==> src/rtl/instruction_decoder.sv <==
// rtl/instruction_decoder.sv - registered field decoder for the 32-bit ACE instruction word
//
// Ports:
//   clk                        system clock, rising edge
//   rst_n                      asynchronous active-low reset
//   instruction_valid          instruction_data holds a word to decode this cycle
//   instruction_data[31:0]     raw instruction word
//   decode_valid               registered: fields below came from a word accepted last cycle
//   opcode[3:0]                operation code, word[31:28]
//   input_type_1               source 1 kind (0 register, 1 immediate), word[27]
//   input_register_selector_1  source 1 register index, word[26:25]
//   input_immediate_1[7:0]     source 1 immediate, word[26:19]
//   input_type_2               source 2 kind (0 register, 1 immediate), word[18]
//   input_register_selector_2  source 2 register index, word[17:16]
//   input_immediate_2[7:0]     source 2 immediate, word[17:10]
//   output_register_selector   destination register index, word[9:8]
//   reserved_error             word[7:0] of the last accepted word was non-zero

module instruction_decoder (
    input  logic        clk,
    input  logic        rst_n,
    input  logic        instruction_valid,
    input  logic [31:0] instruction_data,
    output logic        decode_valid,
    output logic [3:0]  opcode,
    output logic        input_type_1,
    output logic [1:0]  input_register_selector_1,
    output logic [7:0]  input_immediate_1,
    output logic        input_type_2,
    output logic [1:0]  input_register_selector_2,
    output logic [7:0]  input_immediate_2,
    output logic [1:0]  output_register_selector,
    output logic        reserved_error
);

    // decode_valid follows instruction_valid every cycle; the fields and
    // reserved_error only load on an accepted word so consumers can keep
    // reading the last decode while the fetch stream stalls.
    always_ff @(posedge clk or negedge rst_n) begin
        if (!rst_n) begin
            decode_valid <= 1'b0;
        end else begin
            decode_valid <= instruction_valid;
        end
    end

    // Register selectors overlap the top bits of the immediate fields; both
    // views are always presented and the consumer picks one via input_type_n.
    always_ff @(posedge clk or negedge rst_n) begin
        if (!rst_n) begin
            opcode                    <= 4'd0;
            input_type_1              <= 1'b0;
            input_register_selector_1 <= 2'd0;
            input_immediate_1         <= 8'd0;
            input_type_2              <= 1'b0;
            input_register_selector_2 <= 2'd0;
            input_immediate_2         <= 8'd0;
            output_register_selector  <= 2'd0;
            reserved_error            <= 1'b0;
        end else if (instruction_valid) begin
            opcode                    <= instruction_data[31:28];
            input_type_1              <= instruction_data[27];
            input_register_selector_1 <= instruction_data[26:25];
            input_immediate_1         <= instruction_data[26:19];
            input_type_2              <= instruction_data[18];
            input_register_selector_2 <= instruction_data[17:16];
            input_immediate_2         <= instruction_data[17:10];
            output_register_selector  <= instruction_data[9:8];
            reserved_error            <= |instruction_data[7:0];
        end
    end

endmodule

==> config.mk <==
export PLATFORM = sky130hd
export DESIGN_NAME = instruction_decoder
export DESIGN_NICKNAME = d
export VERILOG_FILES = /design/src/rtl/instruction_decoder.sv
export SDC_FILE = /design/constraint.sdc
export NUM_CORES = 1
export LEC_CHECK = 0
export ABC_AREA = 1
export BUFFER_PORTS_ARGS = -buffer_cell sky130_fd_sc_hd__buf_2
export CAP_MARGIN = 30
export CORE_MARGIN = 10
export CORE_UTILIZATION = 25
export DETAILED_ROUTE_END_ITERATION = 6
export GPL_ROUTABILITY_DRIVEN = 0
export SYNTH_ARGS = -nofsm -noshare
export SYNTH_HDL_FRONTEND = slang
export SYNTH_SLANG_ARGS = --single-unit
==> constraint.sdc <==
create_clock -name clk -period 0.85 [get_ports clk]
set_input_delay 0.17 -clock clk [delete_from_list [all_inputs] [get_ports clk]]
set_output_delay 0.17 -clock clk [all_outputs]
set_load 0.01 [all_outputs]
==> results.txt <==
* Final clock period utilization by the worst path: 117%
- Net count of the finished layout: 184
- Worst hold path class: in2reg
* Clock transition at the register clock pins on the worst setup and hold paths after CTS: 0.10 ns
* Finish-stage setup viols: 46
* Final Slew Violations: 0
- Kind of start point of the critical path: register
- Xor and xnor fraction of the mapped netlist area: 0%
* Area fraction in compound gates after synthesis: 0%
* Failing checks: setup timing
* DPL Wire Length: 2410 um
- Multiplexer cells account for 30.5% of the synthesized area.
* Core Footprint: 0.00432 mm2
- Source of the critical timing path: input_immediate_2[5]
- Global routing consumed, over all layers together, 8.18% of the routing resources.
- Combinational family with the most area after synthesis: multiplexers
- Number of hold violations in the final report: 0
- Sequential cells were found to cover 58.7% of the synthesized design area.
- Post-place instance area: 0.00147 mm2
* Worst-Margin Slew: 0.146 ns
* TritonCTS Sinks: 26
- The multi-input combinational cells in the finished layout cover a total of 373 um2.
* Number of antenna-violating nets in the routed design: 0
* CTS root buf: clkbuf_8
- Power density of the placed cells: 1700 mW/mm2
- The largest total area in the synthesized netlist belongs to dfrtp_1.
* Fmax: 1.00 GHz
- Leftover overflow at the end of global routing: 0
- Main area contributors after synthesis: dfrtp_1 (59%), mux2_4 (24%), mux2_2 (6.1%)
- Post-route cell area: 0.00177 mm2
- Maximum fanout count along the critical path: 2
- HP Start: instruction_data[27]
* Number of cell instances on the worst register-to-register path: 2
- Hold-critical path depth: 2
- Setup repair after global routing missed its margin: true
* Post-Synthesis Net Count: 101
- Clock tree synthesis inserted a total of 3 buffers.
* Worst-case hold path end point: input_type_1
- Share of synthesized cell area in and, or, nand and nor gates: 3.16%
- Worst setup slack before clock tree synthesis: -0.0855 ns
- During placement, the flow inserted port buffers numbering 64.
* Cell with the largest stage delay on the worst path: dfrtp_1
* Area share of the leading cell type in the synthesized netlist: 58.7%
* Area taken by flip-flops and latches: 651 um2
- Headroom to the max-slew limit came out at 90.3%.
- Worst R2R End: opcode[1]
* Final antenna diode count: 0
- For this block, the initial DRC count from the detailed router was 30.
- Area added between synthesis and finish: 59.3%
- Worst setup EP type: output pin
* Arr. time, crit path: 0.83 ns
- Across all register-to-register paths, the minimum setup slack is -0.06 ns.
- Measured along the y axis, the die boundary spans 86.6 um.
- Measured on the finished design, the core utilization comes to 40.8%.
* Startpoint of the most critical register-to-register path: opcode[1]
- Highest cell delay on the worst timing path: 0.41 ns
* Width of the die: 86.6 um
- The number of different library cells used by synthesis comes to 10.
- CTS tree: done
- Max-cap violations: 0
* Clk Latency, worst-skew pair: 0.27 ns
* Vias after detailed routing: 821
- Start-to-end type of the worst setup path: reg2out
- Number of DRC violations after detailed routing: 0
- Critical path depth: 1
* Adder and majority gate portion of the synthesized area: 0%
* Category of cells accounting for the largest share of critical-path delay: flip-flops
- Total of flip-flops plus latches after synthesis: 26
* Worst setup slack after layout: -0.147 ns
- The run finished, with violations left.
- After filler insertion, the fill cell instance count of the layout stands at 423.
- The signal on the critical path passes through buf_2.
- Number of vias per cell after detailed routing: 4.11
* Antenna violations before repair: 0
- Summed over all cells, the static leakage comes to 0.000917 uW.
- For the finished layout, the period the worst path requires is 0.997 ns.
- Detail-routed net length per standard cell: 15.6 um
* Via count of the first global-routing pass: 1,009
- The initial utilization of the core area, before any placement, comes to 25.6%.
- Count of yosys warnings during synthesis: 0
* Post-synthesis instance area: 0.00111 mm2
* Router iterations before antenna repair: 2
- The final layout contains routed wiring with a total length of 3120 um.
- Required time reported for the critical path endpoint: 0.68 ns
- Across the routed clock network, the largest skew measured is 0 ns.
- The post-route netlist has 75.7% of its cells at a drive strength greater than 1.
* Setup Total Neg Slack: -4.46 ns
- After technology mapping, the gate count stands at 66.
* Wire length of the first global-routing pass: 4930 um
- Maximum number of pins on one net before global-route repair: 27
* Crit path buffers/inverters: 1
* Number of buffers on the longest clock path: 2
- The floorplan step defined a die boundary enclosing 0.00750 mm2.
- VDD IR max: 581 uV
- CTS H-Tree Depth: 1
- For this design the top-level I/O count stands at 65.
- The initialized floorplan defines 24 standard-cell rows.
- Average instance area after synthesis: 16.8 um2
state kept, by name, summed over array words and instances, names as in the netlist:
| signal | cells |
|---|---|
| input_immediate_2 | 6 |
| input_register_selector_1 | 2 |
| opcode | 4 |
| reserved_error | 1 |
| output_register_selector | 2 |
| input_register_selector_2 | 2 |
| input_type_2 | 1 |
| decode_valid | 1 |
| input_type_1 | 1 |
| input_immediate_1 | 6 |
how the worst max path moves through the flow:
stage,end,slack [ns]
after detailed placement,input_type_2,-0.09
after floorplan,input_immediate_2[0],0.007
final,input_immediate_2[5],-0.15
after CTS,input_immediate_2[6],-0.14
after global routing,input_immediate_2[6],-0.18
after global placement,input_register_selector_2[0],-0.06
cells in the final DEF, fill, tap and decap left out:
cell,count
inv_1,1
nor2_1,6
buf_12,3
buf_2,54
nand3_1,1
buf_6,20
mux2_2,6
mux2_4,18
nand3b_1,1
buf_4,7
dlygate4sd3_1,1
clkbuf_8,4
dfrtp_1,26
Yosys cell counts, drive strengths merged:
master and n:
nand3b 1, buf 7, inv 1, dfrtp 26
nor2 6, mux2 24, nand3 1
final cells by class:
type | count | share of cell area (%)
timing repair buffer | 85 | 35.0
tap | 52 | 3.69
multi-input combinational | 32 | 21.1
inverter | 1 | 0.213
sequential | 26 | 36.9
clock buffer | 4 | 3.12
stage by stage:
step                hold slack (ns)  power [uW]  std cells
detailed placement            0.128        2030        178
global placement              0.121        2010        178
finish                        0.118        3010        200
floorplan                    -0.126        1760         66
global route                  0.111        3150        200
CTS                           0.115        2970        197
layer usage:
| layer | up-vias | GRT usage (%) | wire length, um |
|---|---|---|---|
| li1 | 381 | - | - |
| met1 | 392 | 9.04 | 1270 |
| met2 | 42 | 13.8 | 1570 |
| met3 | 6 | 3.28 | 241 |
| met4 | 0 | 3.09 | 46 |
| met5 | - | 0 | 0 |
report_power, final:
group,internal (uW),leakage (uW),switching (uW)
logic,492,0.000587,272
registers,1350,0.000301,80.9
clock network,414,0.0000288,397
repair_timing:
action                     CTS  global route
resized for setup            5            15
setup endpoints to repair   30            44
hold buffers                 1             0
buffers inserted            14             3
hold endpoints to repair    26             0
cells by family after synthesis:
logic type	count (synthesis)
AND/OR/NAND/NOR	8
flip-flops	26
buffers and inverters	8
multiplexers	24
Power figures use the tool's default switching activity.
